[config.mk]
export PLATFORM = sky130hd
export DESIGN_NAME = vga_color_sched
export DESIGN_NICKNAME = d
export VERILOG_FILES = /design/src/rtl/vga_pkg.sv /design/src/rtl/vga_debounce.sv /design/src/rtl/vga_color_sched.sv
export SDC_FILE = /design/constraint.sdc
export NUM_CORES = 1
export LEC_CHECK = 0
export ABC_AREA = 1
export BUFFER_PORTS_ARGS = -buffer_cell sky130_fd_sc_hd__buf_2
export CORE_MARGIN = 2
export CORE_UTILIZATION = 64
export CTS_CLUSTER_SIZE = 10
export DETAILED_ROUTE_END_ITERATION = 6
export GPL_TIMING_DRIVEN = 0
export PLACE_DENSITY = 0.86
export SYNTH_ARGS = -nofsm -noshare
export SYNTH_HDL_FRONTEND = slang
export SYNTH_HIERARCHICAL = 1
export SYNTH_SLANG_ARGS = --single-unit
[constraint.sdc]
create_clock -name clk -period 1.94 [get_ports clk]
set_input_delay 0.097 -clock clk [delete_from_list [all_inputs] [get_ports clk]]
set_output_delay 0.097 -clock clk [all_outputs]
set_load 0.005 [all_outputs]
[src/rtl/vga_pkg.sv]
// Shared VGA definitions: FSM state encoding, pixel bus width and colour constants.
package vga_pkg;

  localparam int unsigned RGB_W = 3;

  localparam logic [RGB_W-1:0] BLACK = 3'b000;
  localparam logic [RGB_W-1:0] WHITE = 3'b111;

  typedef enum logic [1:0] {
    IDLE   = 2'd0,
    PEND   = 2'd1,
    COMMIT = 2'd2
  } state_t;

  // Auto-cycle successor: 1..7, wrapping to 1 so black is never shown.
  function automatic logic [RGB_W-1:0] next_cycle_color(input logic [RGB_W-1:0] c);
    if (c == WHITE) return 3'b001;
    return c + 3'd1;
  endfunction

endpackage

[src/rtl/vga_debounce.sv]
// Two-flop synchroniser plus saturating stability counter for a bus of switches.
module vga_debounce #(
  parameter int unsigned W          = 3,
  parameter int unsigned DEB_CYCLES = 500000,
  parameter int unsigned CNT_W      = 19
) (
  input  logic         clk,
  input  logic         reset,
  input  logic [W-1:0] sw,
  output logic [W-1:0] sw_stable
);

  localparam logic [CNT_W-1:0] CNT_MAX = CNT_W'(DEB_CYCLES - 1);

  logic [W-1:0]     sync1;
  logic [W-1:0]     sw_s;
  logic [W-1:0]     sw_cand;
  logic [CNT_W-1:0] cnt;

  // A candidate must stay unchanged for DEB_CYCLES samples before it is accepted.
  always_ff @(posedge clk or negedge reset) begin
    if (!reset) begin
      sync1     <= '0;
      sw_s      <= '0;
      sw_cand   <= '0;
      sw_stable <= '0;
      cnt       <= '0;
    end else begin
      sync1 <= sw;
      sw_s  <= sync1;
      if (sw_s != sw_cand) begin
        sw_cand <= sw_s;
        cnt     <= '0;
      end else if (cnt == CNT_MAX) begin
        sw_stable <= sw_cand;
      end else begin
        cnt <= cnt + CNT_W'(1);
      end
    end
  end

endmodule

[src/rtl/vga_color_sched.sv]
// Frame-synchronous colour scheduler: debounced switch colour is committed only at frame_start.
// Optional auto-cycle mode when VGA_COLOR_SCHED_CYCLE_EN is defined.
module vga_color_sched
  import vga_pkg::*;
#(
  parameter int unsigned DEB_CYCLES   = 500000,
  parameter int unsigned CNT_W        = 19,
  parameter int unsigned CYCLE_FRAMES = 60
) (
  input  logic             clk,
  input  logic             reset,
  input  logic             swt1,
  input  logic             swt2,
  input  logic             swt3,
  input  logic             frame_start,
  input  logic             video_on,
  output logic [RGB_W-1:0] rgb,
  output logic             pending,
  output logic             commit
);

  if ((64'd1 << CNT_W) <= 64'(DEB_CYCLES)) begin : g_bad_cnt_w
    $error("CNT_W too narrow for DEB_CYCLES");
  end
  if (CYCLE_FRAMES < 1) begin : g_bad_cycle_frames
    $error("CYCLE_FRAMES must be at least 1");
  end

  logic [RGB_W-1:0] sw_stable;
  logic [RGB_W-1:0] color_reg;
  logic [RGB_W-1:0] color_d;
  logic             req_c;
  logic             step_c;
  logic             pending_d;
  logic             commit_d;
  state_t           state;
  state_t           state_next;

  vga_debounce #(
    .W          (RGB_W),
    .DEB_CYCLES (DEB_CYCLES),
    .CNT_W      (CNT_W)
  ) u_debounce (
    .clk       (clk),
    .reset     (reset),
    .sw        ({swt1, swt2, swt3}),
    .sw_stable (sw_stable)
  );

`ifdef VGA_COLOR_SCHED_CYCLE_EN
  localparam int unsigned FRM_W = $clog2(CYCLE_FRAMES + 1);
  localparam logic [FRM_W-1:0] FRM_LAST = FRM_W'(CYCLE_FRAMES - 1);

  logic [FRM_W-1:0] frm_cnt;

  // All-off switches hand the colour over to the frame counter.
  assign req_c  = (sw_stable != color_reg) && (sw_stable != BLACK);
  assign step_c = (sw_stable == BLACK) && frame_start && (frm_cnt == FRM_LAST);

  always_ff @(posedge clk or negedge reset) begin
    if (!reset) begin
      frm_cnt <= '0;
    end else if (sw_stable != BLACK) begin
      frm_cnt <= '0;
    end else if (frame_start) begin
      frm_cnt <= (frm_cnt == FRM_LAST) ? '0 : frm_cnt + FRM_W'(1);
    end
  end
`else
  assign req_c  = (sw_stable != color_reg);
  assign step_c = 1'b0;
`endif

  always_ff @(posedge clk or negedge reset) begin
    if (!reset) state <= IDLE;
    else        state <= state_next;
  end

  // A request seen in IDLE always waits for a later frame_start.
  always_comb begin
    state_next = IDLE;
    case (state)
      IDLE:    state_next = req_c ? PEND : IDLE;
      PEND: begin
        if (!req_c)          state_next = IDLE;
        else if (frame_start) state_next = COMMIT;
        else                  state_next = PEND;
      end
      COMMIT:  state_next = IDLE;
      default: state_next = IDLE;
    endcase
  end

  always_comb begin
    color_d   = color_reg;
    pending_d = (state_next == PEND);
    commit_d  = (state_next == COMMIT) || step_c;
    if ((state == PEND) && req_c && frame_start) begin
      color_d = sw_stable;
    end else if (step_c) begin
`ifdef VGA_COLOR_SCHED_CYCLE_EN
      color_d = next_cycle_color(color_reg);
`endif
    end
  end

  always_ff @(posedge clk or negedge reset) begin
    if (!reset) begin
      color_reg <= BLACK;
      pending   <= 1'b0;
      commit    <= 1'b0;
      rgb       <= BLACK;
    end else begin
      color_reg <= color_d;
      pending   <= pending_d;
      commit    <= commit_d;
      rgb       <= video_on ? color_reg : BLACK;
    end
  end

endmodule
==> impl_metrics.env, run 1 <==
export IMPL_use_met3_pct=6.09
export IMPL_cts_resized=0
export IMPL_cp_required_ps=2200
export IMPL_largest_register="u_debounce/cnt"
export IMPL_syn_num_nets=273
export IMPL_crit_type="reg2reg"
export IMPL_fill_cells=232
export IMPL_die_area_sq_um=3740
export IMPL_synth_cells=264
export IMPL_synth_compound_area_share_pct=4.55
export IMPL_postCtsSetupRepairBufs=0
export IMPL_synth_fa_ha_area_share_pct=1.20
export IMPL_p_leak_nw=1.18
export IMPL_grt_max_degree=42
export IMPL_reg2reg_from="u_debounce/cnt[0]$_DFFE_PN0P_"
export IMPL_grt_util_met2_pct=40.9
export IMPL_cp_num_buf_inv=1
export IMPL_max_cap_violations=0
export IMPL_cts_made_buffers=5
export IMPL_grt_pass1_wl_um=6800
export IMPL_syn_to_final_growth_pct=11.7
export IMPL_worstMarginPinSlew_ps=871
export IMPL_largest_reg_flops=19
export IMPL_place_gp_congestion=0.870
export IMPL_cellPowerDensity_nw_per_um2=678
export IMPL_rr_endpoint="u_debounce/sw_stable[0]$_DFFE_PN0P_"
export IMPL_max_stage_delay_ps=440
export IMPL_postPlaceCellArea_sq_um=2200
export IMPL_ys_flop_type="dfrtp_1"
export IMPL_port_buffers=11
export IMPL_fp_dieW_um=61.2
export IMPL_path_cells="ha_1, inv_1, nor2_8, nand3_2, nor2_4, nand2_2, nand2_1, nand2_1"
export IMPL_start_kind="register"
export IMPL_post_route_cell_area_sq_um=2340
export IMPL_fin_skew_ps=5.41
export IMPL_post_route_period_util_pct=78.8
export IMPL_whs_endpoint="pending$_DFF_PN0_"
export IMPL_post_place_cells=319
export IMPL_min_delay_start="frame_start"
export IMPL_crit_top_cell="nand2_1"
export IMPL_slew_viol_final=0
export IMPL_max_clock_path_buffers=2
export IMPL_r2r_slack_ps=410
export IMPL_syn_area_per_cell_sq_um=7.92
export IMPL_wl_per_cell_um=11.9
export IMPL_viasPerCell=5.04
export IMPL_worst_setup_path_end_kind="register"
export IMPL_gr_usage_met1_pct=32.7
export IMPL_die_y_um=61.2
export IMPL_peakVddDrop_mv=0.520
export IMPL_async_reset_ff_share_pct=100
export IMPL_synth_simple_gate_area_share_pct=35.5
export IMPL_yosysWarnings=6
export IMPL_synth_edff_count=0
export IMPL_setup_tns_ps=0
export IMPL_drtIter0Drc=83
export IMPL_critPathTopFamily="simple AND/OR/NAND/NOR gates"
export IMPL_synth_xor_area_share_pct=2.09
export IMPL_hold_depth=4
export IMPL_clock_sinks=41
export IMPL_ant_nets=0
export IMPL_critPathSlowestCell="dfrtp_1"
export IMPL_drc=0
export IMPL_grt_usage_pct=25.1
export IMPL_place_hpwl_um=2920
export IMPL_final_nets=296
export IMPL_status="finished, final reports clean"
export IMPL_crit_fanout=7
export IMPL_clock_root_buffer="clkbuf_4"
export IMPL_htreeDepth=2
export IMPL_ff2ff_path_depth=8
export IMPL_fin_cells=332
export IMPL_fin_crit_ps=1530
export IMPL_synth_top_family_by_area="simple AND/OR/NAND/NOR gates"
export IMPL_antenna_found_initial=0
export IMPL_cts_clk_slew_worst_paths_ps=130
export IMPL_diodes=0
export IMPL_grt_busiest_layer="met2"
export IMPL_num_vias=1674
export IMPL_seq_area_sq_um=1030
export IMPL_drt_wl_total_um=3940
export IMPL_coreArea_sq_um=3080
export IMPL_crit_arrival_ps=1790
export IMPL_dr_pass1_iters=4
export IMPL_drive_above_1_share_pct=13.5
export IMPL_synth_cell_type_count=27
export IMPL_start_util_pct=68.0
export IMPL_cts_tree="built"
export IMPL_grt_setup_unrepaired="no"
export IMPL_muxShareOfSynthArea_pct=0
export IMPL_hold_viol_final=0
export IMPL_io_pins=12
export IMPL_multi_input_area_sq_um=907
export IMPL_insertion_delay_ps=360
export IMPL_max_slew_margin_pct=41.9
export IMPL_clock_fmax_ghz=0.654
export IMPL_grt_pass1_vias=1590
export IMPL_seq_area_frac_synth_pct=49.0
export IMPL_gr_total_overflow=0
export IMPL_fp_row_count=20
export IMPL_syn_area_sq_um=2090
export IMPL_min_path_type="in2reg"
export IMPL_hold_buffers=5
export IMPL_setup_viol=0
export IMPL_ys_ff_latch=41
==> cell type report <==
cell class | instances | area share (%)
flip-flops and latches | 41 | 43.9
multi-input cells | 182 | 38.8
plain buffers | 5 | 1.02
repair buffers | 16 | 4.50
inverters | 36 | 5.78
clock inverters | 3 | 1.98
clock buffers | 5 | 1.61
well taps | 44 | 2.36
==> power by group <==
group | switching [mW] | internal, mW
clock | 0.294 | 0.273
combinational | 0.0697 | 0.0434
sequential | 0.0177 | 0.885
==> routing by layer <==
metal  wire [um]  vias to the layer above
li1            -                      863
met1        1820                      772
met2        1910                       32
met3         165                        7
met4          51                        0
met5           0                        -
==> cells in the final DEF, fill, tap and decap left out, types with 2 or more instances in the layout <==
cell,instances
dlygate4sd3_1,5
o21bai_1,2
buf_2,12
xnor2_1,3
clkbuf_1,3
nor3_1,3
xor2_1,2
a21oi_1,7
nor2_2,2
dfrtp_1,41
nand2_1,73
o21ai_0,7
nand2_2,3
o21ai_1,2
nor2_1,35
nand3_2,3
nor2_4,7
nand3_1,25
ha_1,2
clkbuf_4,5
inv_1,35
==> worst max path at each step <==
stage	cells after the start	start	to	slack, ps
4_1_cts	8	u_debounce/cnt[0]$_DFFE_PN0P_	u_debounce/sw_stable[0]$_DFFE_PN0P_	420
3_3_place_gp	8	u_debounce/cnt[0]$_DFFE_PN0P_	u_debounce/sw_stable[1]$_DFFE_PN0P_	490
3_5_place_dp	8	u_debounce/cnt[0]$_DFFE_PN0P_	u_debounce/sw_stable[0]$_DFFE_PN0P_	440
6_report	8	u_debounce/cnt[0]$_DFFE_PN0P_	u_debounce/sw_stable[0]$_DFFE_PN0P_	410
2_1_floorplan	8	u_debounce/cnt[0]$_DFFE_PN0P_	u_debounce/sw_stable[0]$_DFFE_PN0P_	630
5_1_grt	8	u_debounce/cnt[0]$_DFFE_PN0P_	u_debounce/sw_stable[2]$_DFFE_PN0P_	330
==> synth_stat cells, types with 2 or more instances <==
cell type	count	area, sq um
nor2_1	35	131
xor2_1	2	17.5
xnor2_1	3	26.3
o21ai_1	2	10.0
nand3_2	3	30.0
nor2_4	7	78.8
nor2_2	2	12.5
o21bai_1	2	15.0
nor3_1	3	15.0
clkbuf_1	3	11.3
o21ai_0	7	35.0
dfrtp_1	41	1030
nand2_2	3	18.8
ha_1	2	25.0
nand3_1	25	125
nand2_1	73	274
inv_1	35	131
a21oi_1	7	35.0
==> worst register-to-register path, stage by stage (launching register included) <==
cell	delay, ps
dfrtp_1	440
ha_1	190
inv_1	120
nor2_8	180
nand3_2	110
nor2_4	180
nand2_2	90
nand2_1	80
nand2_1	50
==> through the flow <==
step | utilization (%) | hold slack (ps) | setup slack (ps) | power, mW
after CTS | 75.9 | 9.80 | 418 | 1.60
after global placement | 71.5 | 204 | 494 | 1.02
after detailed placement | 71.5 | 206 | 442 | 1.03
after floorplan | - | -199 | 634 | 0.979
final | 75.9 | 25.7 | 411 | 1.58
after global routing | 75.9 | 18.7 | 334 | 1.65
==> kinds of logic (layout without fill, tap and decap cells) <==
kind of cell	Yosys count	after routing
AO/OA/AOI/OAI	18	18
XOR/XNOR	5	5
adder cells (fa/ha/maj)	2	2
buffers and inverters	41	65
flip-flops	41	41
AND/OR/NAND/NOR	157	157
No activity file was read; power rests on OpenSTA's default activity.
==> run 2, diff against run 1 <==
CORE_UTILIZATION = 60   (was 64)
PLACE_DENSITY = 0.82   (was 0.86)
clock period = 1.5 ns   (was 1.94 ns; I/O delays follow)
==> run 2 against run 1 <==
- utilization down 5.3 points
- clock skew up 6.5 ps
- die area up 6.2%
- sequential share of layout area down 0.32 points
- hold slack about the same
- cell count up 1.5%
- critical endpoint is now u_debounce/cnt[18]$_DFFE_PN0P_
- largest power group unchanged
==> impl_metrics.env, run 2 (synthesized netlist as in run 1, its figures left out) <==
export IMPL_whs_endpoint="state[0]$_DFF_PN0_"
export IMPL_coreArea_sq_um=3340
export IMPL_antenna_found_initial=0
export IMPL_crit_fanout=4
export IMPL_worst_setup_path_end_kind="register"
export IMPL_final_common_cell="nand2_1"
export IMPL_drtIter0Drc=90
export IMPL_fp_row_count=21
export IMPL_fin_skew_ps=11.9
export IMPL_max_clock_path_buffers=2
export IMPL_crit_top_cell="nand2_1"
export IMPL_netSwitchingFraction_pct=24.6
export IMPL_setup_tns_ps=0
export IMPL_viasPerCell=4.99
export IMPL_reg2reg_from="u_debounce/cnt[0]$_DFFE_PN0P_"
export IMPL_ant_nets=0
export IMPL_diodes=0
export IMPL_slew_viol_final=0
export IMPL_htreeDepth=2
export IMPL_p_comb_share_pct=8.1
export IMPL_worstMarginPinSlew_ps=870
export IMPL_cp_required_ps=1750
export IMPL_max_stage_delay_ps=450
export IMPL_place_gp_congestion=0.917
export IMPL_ff2ff_path_depth=8
export IMPL_clock_fmax_ghz=0.715
export IMPL_r2r_slack_ps=100
export IMPL_crit_arrival_ps=1650
export IMPL_fp_dieW_um=63.1
export IMPL_pwr_share_seq_pct=61.5
export IMPL_hold_depth=4
export IMPL_setup_viol=0
export IMPL_cts_tree="built"
export IMPL_cts_made_buffers=5
export IMPL_largest_register="u_debounce/cnt"
export IMPL_place_hpwl_um=2720
export IMPL_status="finished, final reports clean"
export IMPL_start_util_pct=62.7
export IMPL_critPathTopFamily="simple AND/OR/NAND/NOR gates"
export IMPL_switching_power_uw=468
export IMPL_max_cap_violations=0
export IMPL_insertion_delay_ps=350
export IMPL_syn_to_final_growth_pct=12.6
export IMPL_hold_worst_slack_ps=25.3
export IMPL_grt_pass1_wl_um=6960
export IMPL_dr_pass1_iters=4
export IMPL_clock_sinks=41
export IMPL_drt_wl_total_um=3860
export IMPL_grt_setup_unrepaired="yes"
export IMPL_cellPowerDensity_nw_per_um2=807
export IMPL_port_buffers=11
export IMPL_fin_crit_ps=1400
export IMPL_io_pins=12
export IMPL_path_cells="ha_1, nand3_1, nor2_4, nand2_2, nor2_2, nand2_1, nand2_1, nor2_1"
export IMPL_largest_reg_flops=19
export IMPL_critPathSlowestCell="dfrtp_1"
export IMPL_cts_clk_slew_worst_paths_ps=120
export IMPL_drive_above_1_share_pct=15.5
export IMPL_min_delay_start="frame_start"
export IMPL_die_y_um=63.1
export IMPL_grt_pass1_vias=1546
export IMPL_clock_root_buffer="clkbuf_4"
export IMPL_wl_per_cell_um=11.4
export IMPL_num_vias=1680
export IMPL_min_path_type="in2reg"
export IMPL_start_kind="register"
export IMPL_final_nets=299
export IMPL_final_cell_mix="nand2_1, dfrtp_1, nor2_1, inv_1, nand3_1"
export IMPL_p_leak_nw=1.19
export IMPL_grt_usage_pct=22.7
export IMPL_drc=0
export IMPL_die_area_sq_um=3980
export IMPL_grt_max_degree=42
export IMPL_p_clk_share_pct=30.4
export IMPL_hold_viol_final=0
export IMPL_fill_cells=276
export IMPL_cp_num_buf_inv=0
export IMPL_rr_endpoint="u_debounce/cnt[18]$_DFFE_PN0P_"
export IMPL_gr_total_overflow=0
export IMPL_p_int_mw=1.43
export IMPL_max_slew_margin_pct=42.0
export IMPL_post_route_period_util_pct=93.2
export IMPL_crit_type="reg2reg"
export IMPL_peakVddDrop_mv=0.570
## run 2: area by class of cell
type / count / area (sq um) / share of cell area (%)
Tap cell: 46 / 57.6 / 2.44
Buffer: 5 / 23.8 / 1.01
Clock inverter: 2 / 13.8 / 0.584
Inverter: 36 / 135 / 5.74
Clock buffer: 6 / 51.3 / 2.18
Timing Repair Buffer: 19 / 128 / 5.42
Sequential cell: 41 / 1030 / 43.6
Multi-Input combinational cell: 182 / 920 / 39.0
## run 2: per-layer routing
metal | global-route usage (%) | vias up | share of wire (%)
met2 | 37.0 | 37 | 48
met5 | 0 | - | 0
met1 | 29.1 | 769 | 46
met4 | 8.89 | 0 | 2.0
met3 | 5.54 | 9 | 4.6
li1 | - | 865 | -
## run 2: repair_timing
item                       in CTS  in global routing
resized for setup               0                  4
pin swaps                       0                  3
hold buffers                    5                  0
buffers inserted                2                  1
setup endpoints to repair       3                  9
hold endpoints to repair       47                  0
## run 2: worst max-delay path by stage
stage / cells after the start / slack (ps) / to / start
4_1_cts: 8 / 30 / u_debounce/sw_stable[1]$_DFFE_PN0P_ / u_debounce/cnt[0]$_DFFE_PN0P_
6_report: 8 / 100 / u_debounce/cnt[18]$_DFFE_PN0P_ / u_debounce/cnt[0]$_DFFE_PN0P_
3_3_place_gp: 8 / 40 / u_debounce/sw_stable[1]$_DFFE_PN0P_ / u_debounce/cnt[0]$_DFFE_PN0P_
3_5_place_dp: 8 / 8 / u_debounce/sw_stable[1]$_DFFE_PN0P_ / u_debounce/cnt[0]$_DFFE_PN0P_
2_1_floorplan: 8 / 190 / u_debounce/sw_stable[0]$_DFFE_PN0P_ / u_debounce/cnt[0]$_DFFE_PN0P_
5_1_grt: 8 / -20 / u_debounce/cnt[14]$_DFFE_PN0P_ / u_debounce/cnt[0]$_DFFE_PN0P_
## run 2: power groups by stage
stage / Clock, mW / Sequential (mW) / Combinational (mW)
after detailed placement: 0 / 1.19 / 0.138
after global routing: 0.664 / 1.18 / 0.179
after global placement: 0 / 1.19 / 0.135
after floorplan: 0 / 1.19 / 0.0793
after CTS: 0.600 / 1.17 / 0.156
final: 0.579 / 1.17 / 0.155
## run 2: per-stage QoR
stage               worst slack (ps)  std cells  area (sq um)  utilization, %  total power, mW
floorplan                        194        264          2090               -             1.27
global route                   -21.3        337          2360            70.6             2.02
detailed placement              7.77        321          2200            66.1             1.33
CTS                             26.2        336          2330            70.0             1.92
global placement                41.0        321          2200            66.1             1.32
finish                           102        337          2360            70.6             1.90
## run 2: worst min-delay path: cells and delay by family
| kind | cells | cell delay (ps) |
|---|---|---|
| AOI/OAI and AO/OA | 1 | 60 |
| and+or+nand+nor | 1 | 90 |
| buffers and inverters | 2 | 130 |
==> run 3, diff against run 2 <==
SETUP_SLACK_MARGIN = 0.5   (was default)
==> run 3 against run 2 <==
- non-clock buffer count is 14 higher
- sequential cell count stayed put
- total power up 8.7%
- combinational power rose by 34%
- global-route usage down 0.58 points
- cell area increased by 15%
- critical endpoint is now u_debounce/sw_stable[0]$_DFFE_PN0P_
==> impl_metrics.env, run 3 (synthesized netlist as in run 1, its figures left out) <==
export IMPL_coreArea_sq_um=3340
export IMPL_insertion_delay_ps=360
export IMPL_io_pins=12
export IMPL_fill_cells=207
export IMPL_slew_viol_final=0
export IMPL_setup_viol=0
export IMPL_max_clock_path_buffers=2
export IMPL_worstMarginPinSlew_ps=546
export IMPL_pre_cts_ws_ps=34.6
export IMPL_cts_clk_slew_worst_paths_ps=110
export IMPL_post_route_period_util_pct=92.8
export IMPL_drtIter0Drc=165
export IMPL_largest_reg_flops=19
export IMPL_start_util_pct=62.7
export IMPL_drive_above_1_share_pct=31.6
export IMPL_crit_fanout=5
export IMPL_peakVddDrop_mv=0.482
export IMPL_worst_setup_path_end_kind="register"
export IMPL_cellPowerDensity_nw_per_um2=761
export IMPL_grt_max_degree=42
export IMPL_largest_register="u_debounce/cnt"
export IMPL_die_area_sq_um=3980
export IMPL_status="finished, final reports clean"
export IMPL_hold_viol_final=0
export IMPL_seq_area_sq_um=1030
export IMPL_antenna_found_initial=0
export IMPL_fin_crit_ps=1390
export IMPL_gr_total_overflow=0
export IMPL_grt_usage_pct=22.1
export IMPL_port_buffers=11
export IMPL_viasPerCell=5.24
export IMPL_grt_pass1_vias=1585
export IMPL_final_common_cell="nand2_1"
export IMPL_clock_root_buffer="clkbuf_4"
export IMPL_ant_nets=0
export IMPL_diodes=0
export IMPL_multi_input_area_sq_um=1100
export IMPL_post_place_cells=321
export IMPL_clock_sinks=41
export IMPL_place_gp_congestion=0.901
export IMPL_place_hpwl_um=2690
export IMPL_fp_dieW_um=63.1
export IMPL_wl_per_cell_um=13.6
export IMPL_postPlaceCellArea_sq_um=2220
export IMPL_max_slew_margin_pct=63.6
export IMPL_htreeDepth=2
export IMPL_syn_to_final_growth_pct=30.0
export IMPL_max_cap_violations=0
export IMPL_grt_setup_unrepaired="yes"
export IMPL_post_route_cell_area_sq_um=2720
export IMPL_fin_skew_ps=12.6
export IMPL_dr_pass1_iters=4
export IMPL_start_kind="register"
export IMPL_crit_arrival_ps=1650
export IMPL_grt_pass1_wl_um=6780
export IMPL_fp_row_count=21
export IMPL_final_core_util_pct=81.5
export IMPL_drc=0
export IMPL_cp_required_ps=1760
export IMPL_num_vias=1833
export IMPL_min_path_type="in2reg"
export IMPL_cts_made_buffers=5
export IMPL_die_y_um=63.1
export IMPL_setup_slack_ps=108
export IMPL_cts_tree="built"
export IMPL_drt_wl_total_um=4750
export IMPL_final_nets=313
export IMPL_clock_fmax_ghz=0.718
export IMPL_crit_type="reg2reg"
export IMPL_fin_cells=350
export IMPL_final_cell_mix="nand2_1, dfrtp_1, nor2_1, inv_1, nand3_1"
export IMPL_p_leak_nw=1.36
export IMPL_hold_worst_slack_ps=13.1
[run 3: cell types whose count changed in the layout (fill, tap and decap cells not counted), sizes merged]
cell,previous run,this run
clkinv,2,1
buf,16,29
bufinv,0,1
[run 3: cell type report]
cell class / count / share of cell area, %
timing repair buffer: 33 / 10.2
inverter: 36 / 5.34
sequential: 41 / 38.0
clock buffer: 5 / 1.38
clock inverter: 2 / 1.29
multi-input combinational: 182 / 40.5
tap: 46 / 2.12
buffer: 5 / 1.24
[run 3: power by group]
group          leakage, nW  switching (mW)  internal (mW)
sequential           0.540          0.0238           1.14
clock               0.0410           0.353          0.339
combinational        0.781           0.117         0.0900
[run 3: stage by stage]
stage | total power [mW] | setup TNS (ps)
4_1_cts | 2.04 | 0
3_5_place_dp | 1.33 | 0
2_1_floorplan | 1.27 | 0
5_1_grt | 2.17 | -2.79
3_3_place_gp | 1.33 | 0
6_report | 2.07 | 0
[run 3: worst paths after layout]
path / cells past startpoint / slack (ps) / startpoint / end
min reg2reg: 0 / 360 / u_debounce/sync1[0]$_DFF_PN0_ / u_debounce/sw_s[0]$_DFF_PN0_
min in group asynchronous: 2 / 250 / reset / u_debounce/cnt[7]$_DFFE_PN0P_
min: 4 / 10 / frame_start / pending$_DFF_PN0_
max: 8 / 110 / u_debounce/cnt[0]$_DFFE_PN0P_ / u_debounce/sw_stable[0]$_DFFE_PN0P_
max reg2reg: 8 / 110 / u_debounce/cnt[0]$_DFFE_PN0P_ / u_debounce/sw_stable[0]$_DFFE_PN0P_
max in group asynchronous: 2 / 840 / reset / u_debounce/cnt[12]$_DFFE_PN0P_
[run 3: routing by layer]
metal  global-route usage, %  wire (um)  vias up
met5                       0          0        -
met4                    10.8         95        0
met3                    5.71        265        9
met2                    34.6       2380       50
met1                    28.5       2010      879
li1                        -          -      895
[run 3: what timing repair did]
item                                    CTS  global route
setup buffers                             7             8
hold buffers                              5             0
pin swaps                                10            25
gates cloned                              0             2
endpoints found under the setup margin   22            67
hold endpoints to repair                 47             0
gates resized for setup                  14            53
[run 3: worst max-delay path, cell delays in order, from the launching register on]
cell and delay [ps]:
dfrtp_1 440, ha_4 170, inv_4 40, nor2_8 120
nand3_2 110, nor2_4 190, nand2_2 100, nand2_1 80
nand2_1 40
